==> config.mk <==
export PLATFORM = sky130hd
export DESIGN_NAME = alu_acc_flags_mc_flat
export DESIGN_NICKNAME = d
export VERILOG_FILES = /design/src/rtl/alu_acc_flags_mc_pkg.sv /design/src/rtl/alu_acc_flags_mc_if.sv /design/src/rtl/alu_acc_flags_mc_seq_unit.sv /design/src/rtl/alu_acc_flags_mc.sv /design/src/flat_wrapper.sv
export SDC_FILE = /design/constraint.sdc
export NUM_CORES = 1
export LEC_CHECK = 0
export ABC_AREA = 0
export BUFFER_PORTS_ARGS = -buffer_cell sky130_fd_sc_hd__clkbuf_2
export CORE_UTILIZATION = 41
export CTS_CLUSTER_DIAMETER = 200
export CTS_CLUSTER_SIZE = 40
export DETAILED_ROUTE_END_ITERATION = 7
export GPL_ROUTABILITY_DRIVEN = 1
export GPL_TIMING_DRIVEN = 0
export PLACE_DENSITY = 0.74
export SETUP_SLACK_MARGIN = 0.3
export SYNTH_ARGS = -nofsm -noshare
export SYNTH_HDL_FRONTEND = slang
export SYNTH_SLANG_ARGS = --single-unit
==> constraint.sdc <==
create_clock -name clk -period 4.2 [get_ports clk]
set_input_delay 0.84 -clock clk [delete_from_list [all_inputs] [get_ports clk]]
set_output_delay 0.84 -clock clk [all_outputs]
set_load 0.03 [all_outputs]
==> src/rtl/alu_acc_flags_mc_pkg.sv <==
`default_nettype none
// ============================================================================
// alu_acc_flags_mc_pkg
// Shared enums and helpers for the multi-cycle accumulator ALU.
// Revision: 1.0
// ============================================================================
package alu_acc_flags_mc_pkg;

  typedef enum logic [1:0] {
    SRC_IMM = 2'd0,
    SRC_REG = 2'd1,
    SRC_MEM = 2'd2
  } data_src_t;

  // Codes 12..15 are reserved and execute as a NOP.
  typedef enum logic [3:0] {
    OP_ADD  = 4'd0,
    OP_ADC  = 4'd1,
    OP_SUB  = 4'd2,
    OP_SBC  = 4'd3,
    OP_AND  = 4'd4,
    OP_OR   = 4'd5,
    OP_XOR  = 4'd6,
    OP_LD   = 4'd7,
    OP_MUL  = 4'd8,
    OP_SHLN = 4'd9,
    OP_SHRN = 4'd10,
    OP_ASRN = 4'd11
  } alu_op_t;

  typedef enum logic [1:0] {
    S_IDLE   = 2'd0,
    S_RUN    = 2'd1,
    S_FINISH = 2'd2
  } seq_state_t;

  function automatic logic is_multicycle(alu_op_t op);
    return (op == OP_MUL) || (op == OP_SHLN) || (op == OP_SHRN) || (op == OP_ASRN);
  endfunction

endpackage
`default_nettype wire

==> src/rtl/alu_acc_flags_mc_if.sv <==
`default_nettype none
// ============================================================================
// alu_acc_flags_mc_if
// Operand, request and result bundle between the control unit and the ALU.
// Revision: 1.0
// ============================================================================
interface alu_acc_flags_mc_if
  import alu_acc_flags_mc_pkg::*;
#(
  parameter int WIDTH = 8
);
  data_src_t        data_src;
  logic [WIDTH-1:0] immediate;
  logic [WIDTH-1:0] reg_out;
  logic [WIDTH-1:0] mem_out;
  alu_op_t          op;
  logic             start;
  logic             ce_cy;
  logic [WIDTH-1:0] alu_in;
  logic [WIDTH-1:0] acc_v;
  logic [WIDTH-1:0] acc_hi;
  logic             busy;
  logic             done;
  logic             flag_cy;
  logic             flag_z;
  logic             flag_s;
  logic             flag_o;

  modport master (
    output data_src, immediate, reg_out, mem_out, op, start, ce_cy,
    input  alu_in, acc_v, acc_hi, busy, done, flag_cy, flag_z, flag_s, flag_o
  );

  modport slave (
    input  data_src, immediate, reg_out, mem_out, op, start, ce_cy,
    output alu_in, acc_v, acc_hi, busy, done, flag_cy, flag_z, flag_s, flag_o
  );
endinterface
`default_nettype wire

==> src/rtl/alu_acc_flags_mc_seq_unit.sv <==
`default_nettype none
// ============================================================================
// alu_seq_unit
// One-step-per-clock shift-add multiplier and N-bit shifter with step counter.
// Revision: 1.0
// ============================================================================
module alu_seq_unit
  import alu_acc_flags_mc_pkg::*;
#(
  parameter int WIDTH = 8
) (
  input  logic                       clk,
  input  logic                       rst,
  input  logic                       launch,
  input  alu_op_t                    op,
  input  logic [WIDTH-1:0]           a,
  input  logic [WIDTH-1:0]           b,
  input  logic [$clog2(WIDTH)-1:0]   count,
  output logic                       busy,
  output logic                       finish,
  output logic [WIDTH-1:0]           res_lo,
  output logic [WIDTH-1:0]           res_hi,
  output logic                       cy_out
);

  localparam int CNTW = $clog2(WIDTH) + 1;

  seq_state_t       state_q, state_d;
  alu_op_t          op_q, op_d;
  logic [CNTW-1:0]  cnt_q, cnt_d;
  logic [WIDTH-1:0] hi_q, hi_d, lo_q, lo_d, mc_q, mc_d;
  logic [WIDTH-1:0] step_hi, step_lo;
  logic             step_cy;
  logic [WIDTH:0]   mul_sum;

  // One iteration; on the final step this is also the result handed to the top.
  always_comb begin
    mul_sum = {1'b0, hi_q} + (lo_q[0] ? {1'b0, mc_q} : {(WIDTH+1){1'b0}});
    step_hi = hi_q;
    step_lo = lo_q;
    step_cy = 1'b0;
    case (op_q)
      OP_MUL: begin
        step_hi = mul_sum[WIDTH:1];
        step_lo = {mul_sum[0], lo_q[WIDTH-1:1]};
      end
      OP_SHLN: begin
        step_lo = {lo_q[WIDTH-2:0], 1'b0};
        step_cy = lo_q[WIDTH-1];
      end
      OP_SHRN: begin
        step_lo = {1'b0, lo_q[WIDTH-1:1]};
        step_cy = lo_q[0];
      end
      OP_ASRN: begin
        step_lo = {lo_q[WIDTH-1], lo_q[WIDTH-1:1]};
        step_cy = lo_q[0];
      end
      default: ;
    endcase
  end

  always_comb begin
    state_d = state_q;
    op_d    = op_q;
    cnt_d   = cnt_q;
    hi_d    = hi_q;
    lo_d    = lo_q;
    mc_d    = mc_q;
    case (state_q)
      S_RUN: begin
        hi_d  = step_hi;
        lo_d  = step_lo;
        cnt_d = cnt_q - CNTW'(1);
        if (cnt_q == CNTW'(1)) state_d = S_FINISH;
      end
      default: begin
        state_d = S_IDLE;
        if (launch) begin
          state_d = S_RUN;
          op_d    = op;
          hi_d    = '0;
          if (op == OP_MUL) begin
            lo_d  = b;
            mc_d  = a;
            cnt_d = CNTW'(WIDTH);
          end else begin
            lo_d  = a;
            mc_d  = '0;
            cnt_d = {1'b0, count};
          end
        end
      end
    endcase
  end

  always_ff @(posedge clk) begin
    if (rst) begin
      state_q <= S_IDLE;
      op_q    <= OP_ADD;
      cnt_q   <= '0;
      hi_q    <= '0;
      lo_q    <= '0;
      mc_q    <= '0;
    end else begin
      state_q <= state_d;
      op_q    <= op_d;
      cnt_q   <= cnt_d;
      hi_q    <= hi_d;
      lo_q    <= lo_d;
      mc_q    <= mc_d;
    end
  end

  assign busy   = (state_q == S_RUN);
  assign finish = busy && (cnt_q == CNTW'(1));
  assign res_lo = step_lo;
  assign res_hi = step_hi;
  assign cy_out = step_cy;

endmodule
`default_nettype wire

==> src/rtl/alu_acc_flags_mc.sv <==
`default_nettype none
// ============================================================================
// alu_acc_flags_mc
// Accumulator ALU with flags, single-cycle ops and iterative MUL/shift ops.
// Revision: 1.0
// ============================================================================
module alu_acc_flags_mc
  import alu_acc_flags_mc_pkg::*;
#(
  parameter int WIDTH = 8
) (
  input  logic              clk,
  input  logic              rst,
  alu_acc_flags_mc_if.slave bus
);

  localparam int CW  = $clog2(WIDTH);
  localparam int MSB = WIDTH - 1;

  logic [WIDTH-1:0] alu_in;
  logic [WIDTH-1:0] acc_q, acc_d, acc_hi_q, acc_hi_d;
  logic             cy_q, cy_d, z_q, z_d, s_q, s_d, o_q, o_d;
  logic             done_q, done_d, run_ce_q, run_ce_d;
  alu_op_t          run_op_q, run_op_d;
  logic             accept, launch, shift_zero, cin, zs_upd;
  logic [WIDTH:0]   add_res, sub_res;
  logic             seq_busy, seq_finish, seq_cy;
  logic [WIDTH-1:0] seq_lo, seq_hi;

  always_comb begin
    case (bus.data_src)
      SRC_REG: alu_in = bus.reg_out;
      SRC_MEM: alu_in = bus.mem_out;
      default: alu_in = bus.immediate;
    endcase
  end

  // A zero-count shift never enters the engine; it completes like a single-cycle op.
  assign shift_zero = ((bus.op == OP_SHLN) || (bus.op == OP_SHRN) || (bus.op == OP_ASRN))
                      && (alu_in[CW-1:0] == '0);
  assign accept  = bus.start && !seq_busy;
  assign launch  = accept && is_multicycle(bus.op) && !shift_zero;
  assign cin     = ((bus.op == OP_ADC) || (bus.op == OP_SBC)) ? cy_q : 1'b0;
  assign add_res = {1'b0, acc_q} + {1'b0, alu_in} + {{WIDTH{1'b0}}, cin};
  assign sub_res = {1'b0, acc_q} - {1'b0, alu_in} - {{WIDTH{1'b0}}, cin};

  alu_seq_unit #(.WIDTH(WIDTH)) u_seq (
    .clk    (clk),
    .rst    (rst),
    .launch (launch),
    .op     (bus.op),
    .a      (acc_q),
    .b      (alu_in),
    .count  (alu_in[CW-1:0]),
    .busy   (seq_busy),
    .finish (seq_finish),
    .res_lo (seq_lo),
    .res_hi (seq_hi),
    .cy_out (seq_cy)
  );

  always_comb begin
    acc_d    = acc_q;
    acc_hi_d = acc_hi_q;
    cy_d     = cy_q;
    z_d      = z_q;
    s_d      = s_q;
    o_d      = o_q;
    done_d   = 1'b0;
    run_op_d = run_op_q;
    run_ce_d = run_ce_q;
    zs_upd   = 1'b0;
    if (accept) begin
      run_op_d = bus.op;
      run_ce_d = bus.ce_cy;
      done_d   = !launch;
      if (!launch) begin
        zs_upd = 1'b1;
        case (bus.op)
          OP_ADD, OP_ADC: begin
            acc_d = add_res[MSB:0];
            o_d   = (acc_q[MSB] == alu_in[MSB]) && (add_res[MSB] != acc_q[MSB]);
            if (bus.ce_cy) cy_d = add_res[WIDTH];
          end
          OP_SUB, OP_SBC: begin
            acc_d = sub_res[MSB:0];
            o_d   = (acc_q[MSB] != alu_in[MSB]) && (sub_res[MSB] != acc_q[MSB]);
            if (bus.ce_cy) cy_d = sub_res[WIDTH];
          end
          OP_AND: begin acc_d = acc_q & alu_in; o_d = 1'b0; end
          OP_OR:  begin acc_d = acc_q | alu_in; o_d = 1'b0; end
          OP_XOR: begin acc_d = acc_q ^ alu_in; o_d = 1'b0; end
          OP_LD:  begin acc_d = alu_in;         o_d = 1'b0; end
          OP_SHLN, OP_SHRN, OP_ASRN: o_d = 1'b0;
          default: zs_upd = 1'b0;
        endcase
        if (zs_upd) begin
          z_d = (acc_d == '0);
          s_d = acc_d[MSB];
        end
      end
    end
    if (seq_finish) begin
      done_d = 1'b1;
      acc_d  = seq_lo;
      if (run_op_q == OP_MUL) begin
        acc_hi_d = seq_hi;
        z_d      = ({seq_hi, seq_lo} == '0);
        s_d      = seq_hi[MSB];
        o_d      = |seq_hi;
        if (run_ce_q) cy_d = |seq_hi;
      end else begin
        z_d = (seq_lo == '0);
        s_d = seq_lo[MSB];
        o_d = 1'b0;
        if (run_ce_q) cy_d = seq_cy;
      end
    end
  end

  always_ff @(posedge clk) begin
    if (rst) begin
      acc_q    <= '0;
      acc_hi_q <= '0;
      cy_q     <= 1'b0;
      z_q      <= 1'b0;
      s_q      <= 1'b0;
      o_q      <= 1'b0;
      done_q   <= 1'b0;
      run_op_q <= OP_ADD;
      run_ce_q <= 1'b0;
    end else begin
      acc_q    <= acc_d;
      acc_hi_q <= acc_hi_d;
      cy_q     <= cy_d;
      z_q      <= z_d;
      s_q      <= s_d;
      o_q      <= o_d;
      done_q   <= done_d;
      run_op_q <= run_op_d;
      run_ce_q <= run_ce_d;
    end
  end

  assign bus.alu_in  = alu_in;
  assign bus.acc_v   = acc_q;
  assign bus.acc_hi  = acc_hi_q;
  assign bus.busy    = seq_busy;
  assign bus.done    = done_q;
  assign bus.flag_cy = cy_q;
  assign bus.flag_z  = z_q;
  assign bus.flag_s  = s_q;
  assign bus.flag_o  = o_q;

endmodule
`default_nettype wire

==> src/flat_wrapper.sv <==
// flat-port wrapper written by rule: the top's interface ports become plain ports
module alu_acc_flags_mc_flat import alu_acc_flags_mc_pkg::*;
#(
  parameter int WIDTH = 8
)
  (clk, rst, bus_data_src, bus_immediate, bus_reg_out, bus_mem_out, bus_op, bus_start, bus_ce_cy, bus_alu_in, bus_acc_v, bus_acc_hi, bus_busy, bus_done, bus_flag_cy, bus_flag_z, bus_flag_s, bus_flag_o);
  alu_acc_flags_mc_if #(.WIDTH(WIDTH)) bus_i ();
  input  logic clk;
  input  logic rst;
  input wire logic [$bits(bus_i.data_src)-1:0] bus_data_src;
  input wire logic [$bits(bus_i.immediate)-1:0] bus_immediate;
  input wire logic [$bits(bus_i.reg_out)-1:0] bus_reg_out;
  input wire logic [$bits(bus_i.mem_out)-1:0] bus_mem_out;
  input wire logic [$bits(bus_i.op)-1:0] bus_op;
  input wire logic [$bits(bus_i.start)-1:0] bus_start;
  input wire logic [$bits(bus_i.ce_cy)-1:0] bus_ce_cy;
  output wire logic [$bits(bus_i.alu_in)-1:0] bus_alu_in;
  output wire logic [$bits(bus_i.acc_v)-1:0] bus_acc_v;
  output wire logic [$bits(bus_i.acc_hi)-1:0] bus_acc_hi;
  output wire logic [$bits(bus_i.busy)-1:0] bus_busy;
  output wire logic [$bits(bus_i.done)-1:0] bus_done;
  output wire logic [$bits(bus_i.flag_cy)-1:0] bus_flag_cy;
  output wire logic [$bits(bus_i.flag_z)-1:0] bus_flag_z;
  output wire logic [$bits(bus_i.flag_s)-1:0] bus_flag_s;
  output wire logic [$bits(bus_i.flag_o)-1:0] bus_flag_o;
  assign bus_i.data_src = bus_data_src;
  assign bus_i.immediate = bus_immediate;
  assign bus_i.reg_out = bus_reg_out;
  assign bus_i.mem_out = bus_mem_out;
  assign bus_i.op = bus_op;
  assign bus_i.start = bus_start;
  assign bus_i.ce_cy = bus_ce_cy;
  assign bus_alu_in = bus_i.alu_in;
  assign bus_acc_v = bus_i.acc_v;
  assign bus_acc_hi = bus_i.acc_hi;
  assign bus_busy = bus_i.busy;
  assign bus_done = bus_i.done;
  assign bus_flag_cy = bus_i.flag_cy;
  assign bus_flag_z = bus_i.flag_z;
  assign bus_flag_s = bus_i.flag_s;
  assign bus_flag_o = bus_i.flag_o;
  alu_acc_flags_mc #(.WIDTH(WIDTH)) u_core (.clk(clk), .rst(rst), .bus(bus_i));
endmodule
==> metrics.cfg, run 1 <==
[sta]
hold_viol = 0
setup_tns_ns = 0
period_share = 0.955
whs_ns = 0.451
fmax_mhz = 249
finalMaxSlewViolations = 0
skew_ns = 0.00618
tightest_slew_ns = 1.00
setup_viol = 0
finalWorstSetupSlack_ns = 0.189
relSlewSlack = 0.329
layout_min_cycle_time_ns = 4.01
rsz0062_at_grt = true

[worst_setup_path]
crit_arrival_ns = 4.26
critPathLaunchType = input port
cp.required_ns = 4.45
cp_max_fo = 6
ff2ff_setup_slack_ns = 0.95
crit_type = in2reg
critPathCaptureType = register

[floorplan]
dieArea_mm2 = 0.0127
die_h_um = 113
core_area_mm2 = 0.0120
ios = 64
start_util = 0.419
row_count = 40
die_w_um = 113

[cts]
cts_tree = yes
path_clk_slew_ns = 0.05
cts_buffer_depth = 2
cts_buffers = 9
cts.sink_count = 60
cts-root-buf = clkbuf_16
insertion_delay_ns = 0.32
htreeDepth = 3

[detailed_routing]
routed_via_density = 5.97
routed_wirelength_um = 15800
vias = 5434
wl_per_cell_um = 17.4
dr.first_iter.drc_count = 469
firstDrtPassIters = 7
ant_nets = 0
post-route-drc-count = 1

[pwr]
peakVddDrop_mv = 0.178
cellPowerDensity_mw_per_mm2 = 309
finalPower_uw = 1900
leakage_uw = 0.00256

[synthesis]
syn-num-nets = 755
yosys_warnings = 0
post-synth-top-count-cell = nor2_1
yosysUniqueCellTypes = 72
avgSynthCellArea_um2 = 7.42
synth_seq_cells = 60
ys_seq_area_frac = 0.240
synthTopCellsByArea = dfxtp_1 (24%), ha_1 (10%), a21oi_1 (6.0%)
synth_top_area_cell = dfxtp_1
synthFlopType = dfxtp_1
synth_top_cells_by_count = nor2_1 (72), nand2_1 (70), a21oi_1 (60), dfxtp_1 (60), inv_1 (50)
postSynthCellCount = 675
synthesis.area_mm2 = 0.00501
synth_edf_count = 0
synth_async_sr_flop_share = 0
synth_top_cell_area_share = 0.240

[global_routing]
grt_max_degree = 12
grt_overflow = 0
grt_pass1_wl_um = 24800
grt_use_total = 0.246
antenna_found_initial = 0
grt_pass1_vias = 4909

[flow_run]
maxCapViolations = 0

[layout]
antenna_cells = 0
n_fill_cell = 1149
final_area_mm2 = 0.00614
fin_nets = 838
drive_gt1_frac = 0.203
syn_to_final_growth_pct = 22.5

[placement]
place.gp.congestion = 0.918
dp_slack_ns = -0.822
portBuffers = 62
hpwlAfterDp_um = 11700
placed_cell_area_mm2 = 0.00561

[hold_path]
worstHoldPathType = reg2reg

[outcome]
violations = design-rule violations
status = finished with violations

## timing repair
| item | CTS | global route |
|---|---|---|
| setup buffers | 8 | 2 |
| pin swaps | 12 | 6 |
| resized for setup | 25 | 20 |
| hold buffers | 0 | 0 |
| setup endpoints to repair | 11 | 9 |
## through the flow
step                      instances  utilization
after floorplan                 675            -
after global placement          884        0.469
after detailed placement        884        0.469
after CTS                       908        0.504
after global routing            910        0.513
final                           910        0.513
## worst max-delay path: stages
cell       delay (ns)
clkbuf_16        0.13
inv_6            0.04
ha_4             0.18
buf_8            0.12
a221o_1          0.32
nand2_4          0.12
inv_4            0.04
xnor2_2          0.11
ha_2             0.17
a21o_1           0.11
inv_2            0.05
fa_2             0.40
mux2_4           0.27
and3_4           0.14
a311o_1          0.26
o32a_1           0.32
nor4b_2          0.28
nand4b_1         0.16
o21ai_1          0.16
## state kept, by name (all words and copies together), names as in the netlist, 2 cells and up
register / cells
u_core.bus.acc_v: 8
u_core.u_seq.mc_q: 8
u_core.u_seq.state_q: 2
u_core.u_seq.cnt_q: 4
u_core.u_seq.lo_q: 8
u_core.u_seq.op_q: 4
u_core.bus.acc_hi: 8
u_core.u_seq.hi_q: 8
u_core.run_op_q: 4
## final timing paths
path                                     startpoint                                end  depth (start not counted)
setup / recovery                    bus_data_src[0]     u_core.bus.flag_z$_SDFFE_PP0P_                         19
hold / removal    u_core.u_seq.mc_q[7]$_SDFFE_PP0P_  u_core.u_seq.mc_q[7]$_SDFFE_PP0P_                          2
setup reg to reg  u_core.u_seq.lo_q[0]$_SDFFE_PP0P_     u_core.bus.flag_o$_SDFFE_PP0P_                         12
hold reg to reg   u_core.u_seq.mc_q[7]$_SDFFE_PP0P_  u_core.u_seq.mc_q[7]$_SDFFE_PP0P_                          2
## cell families (layout without fill, tap and decap cells)
logic type	Yosys count	after routing	synth area share
simple gates	253	253	0.252
compound gates	199	199	0.265
buf+inv	91	179	0.0707
flops	60	60	0.240
fa+ha+maj	46	46	0.121
mux	20	20	0.0412
xor+xnor	6	6	0.0105
## report_power, final
| part | leakage [uW] | total (uW) | internal [uW] | switching, uW |
|---|---|---|---|---|
| logic | 0.00193 | 623 | 249 | 374 |
| registers | 0.000487 | 615 | 589 | 26.3 |
| clock network | 0.000135 | 660 | 410 | 250 |
## cells in the final DEF (no fill, tap or decap), drive strengths merged, types with 9 or more instances in the layout
| cell | instances |
|---|---|
| clkbuf | 102 |
| nand3 | 19 |
| nand2 | 70 |
| nor3 | 11 |
| a211oi | 12 |
| nor2b | 11 |
| a22oi | 14 |
| mux2i | 15 |
| inv | 51 |
| a21oi | 60 |
| nor2 | 74 |
| and2 | 11 |
| dfxtp | 60 |
| buf | 21 |
| nand2b | 13 |
| ha | 42 |
| o21ai | 32 |
| o22ai | 9 |
## layout make-up
| cell class | instances | area (um2) | area share |
|---|---|---|---|
| Sequential cell | 60 | 1200 | 0.196 |
| Clock inverter | 5 | 27.5 | 0.00449 |
| Timing Repair Buffer | 72 | 415 | 0.0677 |
| Multi-Input combinational cell | 524 | 3660 | 0.596 |
| Tap cell | 147 | 184 | 0.0300 |
| Buffer | 40 | 206 | 0.0336 |
| Inverter | 51 | 201 | 0.0328 |
| Clock buffer | 11 | 243 | 0.0396 |
## per-layer routing
layer | global-route usage | routed length, um
met5 | 0 | 0
met4 | 0.0773 | 337
met3 | 0.0556 | 1280
met2 | 0.384 | 7170
met1 | 0.336 | 7030
Note: power is estimated with default switching activity, not from simulation.
==> inputs of run 2 (changes only) <==
CORE_UTILIZATION = 54   (was 41)
CTS_CLUSTER_SIZE = 30   (was 40)
PLACE_DENSITY = 0.9   (was 0.74)
==> metrics.cfg, run 2 (synthesis results as in run 1) <==
[floorplan]
die_h_um = 98.3
dieArea_mm2 = 0.00967
ios = 64
row_count = 34
start_util = 0.566
core_area_mm2 = 0.00885
die_w_um = 98.3

[worst_setup_path]
crit_type = in2reg
cp_max_fo = 5
cp.required_ns = 4.50
critPathLaunchType = input port
ff2ff_setup_slack_ns = 0.94
slowest_stage = or4b_4
crit_arrival_ns = 4.25
r2r_cells = 12
slowest_delay_ns = 0.56
critPathCaptureType = register
reg2reg_to = u_core.bus.flag_cy$_SDFF_PP0_
r2r-start = u_core.u_seq.lo_q[0]$_SDFFE_PP0P_
cp.buffers_inverters = 5
cp_top_family = simple AND/OR/NAND/NOR gates
crit_chain = clkbuf_16, inv_6, ha_4, buf_8, a221o_1, nand2_4, buf_6, fa_2, inv_2, fa_2, nor3b_4, o311a_1, or4b_4, o32ai_4, nand2_1, nand4b_1, o21ai_1
critPathMostFrequentCell = fa_2

[global_routing]
grt_pass1_wl_um = 26400
grt_use_total = 0.342
grt_overflow = 0
grt_max_degree = 12
grt_pass1_vias = 5311
antenna_found_initial = 0

[detailed_routing]
routed_via_density = 6.58
post-route-drc-count = 0
wl_per_cell_um = 19.1
vias = 5768
firstDrtPassIters = 8
routed_wirelength_um = 16700
ant_nets = 0
dr.first_iter.drc_count = 622

[layout]
final_cell_mix = nor2_1 (70), nand2_1 (69), clkbuf_2 (61), dfxtp_1 (60), a21oi_1 (58)
final_area_mm2 = 0.00609
fin_nets = 843
final_cells = 876
n_fill_cell = 746
antenna_cells = 0
drive_gt1_frac = 0.212
layout_commonest_cell = nor2_1
finalCoreUtilization = 0.688
syn_to_final_growth_pct = 21.5

[cts]
cts_tree = yes
cts-root-buf = clkbuf_8
cts_buffer_depth = 2
insertion_delay_ns = 0.36
path_clk_slew_ns = 0.07
htreeDepth = 3
cts.sink_count = 60
cts_hold_buf = 0
cts_buffers = 9

[hold_path]
worstHoldPathType = reg2reg
holdPathEnd = u_core.u_seq.mc_q[2]$_SDFFE_PP0P_
worstHoldPathCells = 2
min-delay-start = u_core.u_seq.mc_q[2]$_SDFFE_PP0P_

[placement]
dp_slack_ns = -0.802
hpwlAfterDp_um = 12100
place.gp.congestion = 0.982
placed_cell_area_mm2 = 0.00556
portBuffers = 62
dpl.cell_count = 845

[sta]
period_share = 0.940
fmax_mhz = 253
whs_ns = 0.459
tightest_slew_ns = 0.954
skew_ns = 0.00910
setup_viol = 0
layout_min_cycle_time_ns = 3.95
finalWorstSetupSlack_ns = 0.251
hold_viol = 0
rsz0062_at_grt = true
relSlewSlack = 0.359
finalMaxSlewViolations = 0

[pwr]
peakVddDrop_mv = 0.139
cellPowerDensity_mw_per_mm2 = 296
leakage_uw = 0.00257

[flow_run]
maxCapViolations = 0

[outcome]
status = finished clean

-- run 2: cell count changes in the layout (fill, tap and decap cells not counted), sizes merged --
cell	change
bufinv	+1
buf	+5
clkinv	-2
clkbuf	+1
-- run 2: worst max-delay path by stage --
stage,start,to,depth (start not counted)
floorplan,bus_data_src[1],u_core.bus.flag_z$_SDFFE_PP0P_,17
global placement,bus_op[3],u_core.bus.flag_s$_SDFFE_PP0P_,14
detailed placement,bus_op[3],u_core.bus.flag_s$_SDFFE_PP0P_,14
CTS,bus_data_src[0],u_core.bus.flag_z$_SDFFE_PP0P_,19
global route,bus_data_src[0],u_core.bus.flag_z$_SDFFE_PP0P_,19
finish,bus_data_src[0],u_core.bus.flag_z$_SDFFE_PP0P_,17
-- run 2: worst register-to-register path, delay by kind of cell, from the launching register on --
kind | cells | cell delay, ns
flops | 1 | 0.37
simple gates | 3 | 0.62
buf+inv | 2 | 0.44
fa+ha+maj | 2 | 0.64
compound gates | 5 | 1.09
-- run 2: what timing repair did --
item	in CTS	in global routing
setup buffers	8	7
pin swaps	10	6
hold endpoints to repair	0	0
endpoints found under the setup margin	11	8
resized for setup	26	26
-- run 2: stage by stage --
step           power [uW]  TNS, ns
3_3_place_gp         1150    -4.94
6_report             1810        0
2_1_floorplan        1020        0
5_1_grt              1870        0
3_5_place_dp         1170    -5.54
4_1_cts              1740        0
-- run 2: cell type report --
cell class | count | area, um2 | share of cell area
Buffer | 40 | 206 | 0.0339
Clock buffer | 12 | 155 | 0.0255
Clock inverter | 4 | 47.5 | 0.00781
Inverter | 51 | 201 | 0.0331
Multi-Input combinational cell | 524 | 3690 | 0.606
Sequential cell | 60 | 1200 | 0.197
Tap cell | 108 | 135 | 0.0222
Timing Repair Buffer | 77 | 455 | 0.0748
-- run 2: routing by layer --
layer  global-route usage  vias to the layer above  part of all wire
met1                0.462                     2698              0.41
met4                0.138                        0             0.033
met5                    0                        -                 0
li1                     -                     2619                 -
met3               0.0616                       73              0.10
met2                0.541                      378              0.46
-- run 2: power by group --
part           switching, uW  internal (uW)
sequential              27.7            587
clock                    243            304
combinational            389            254
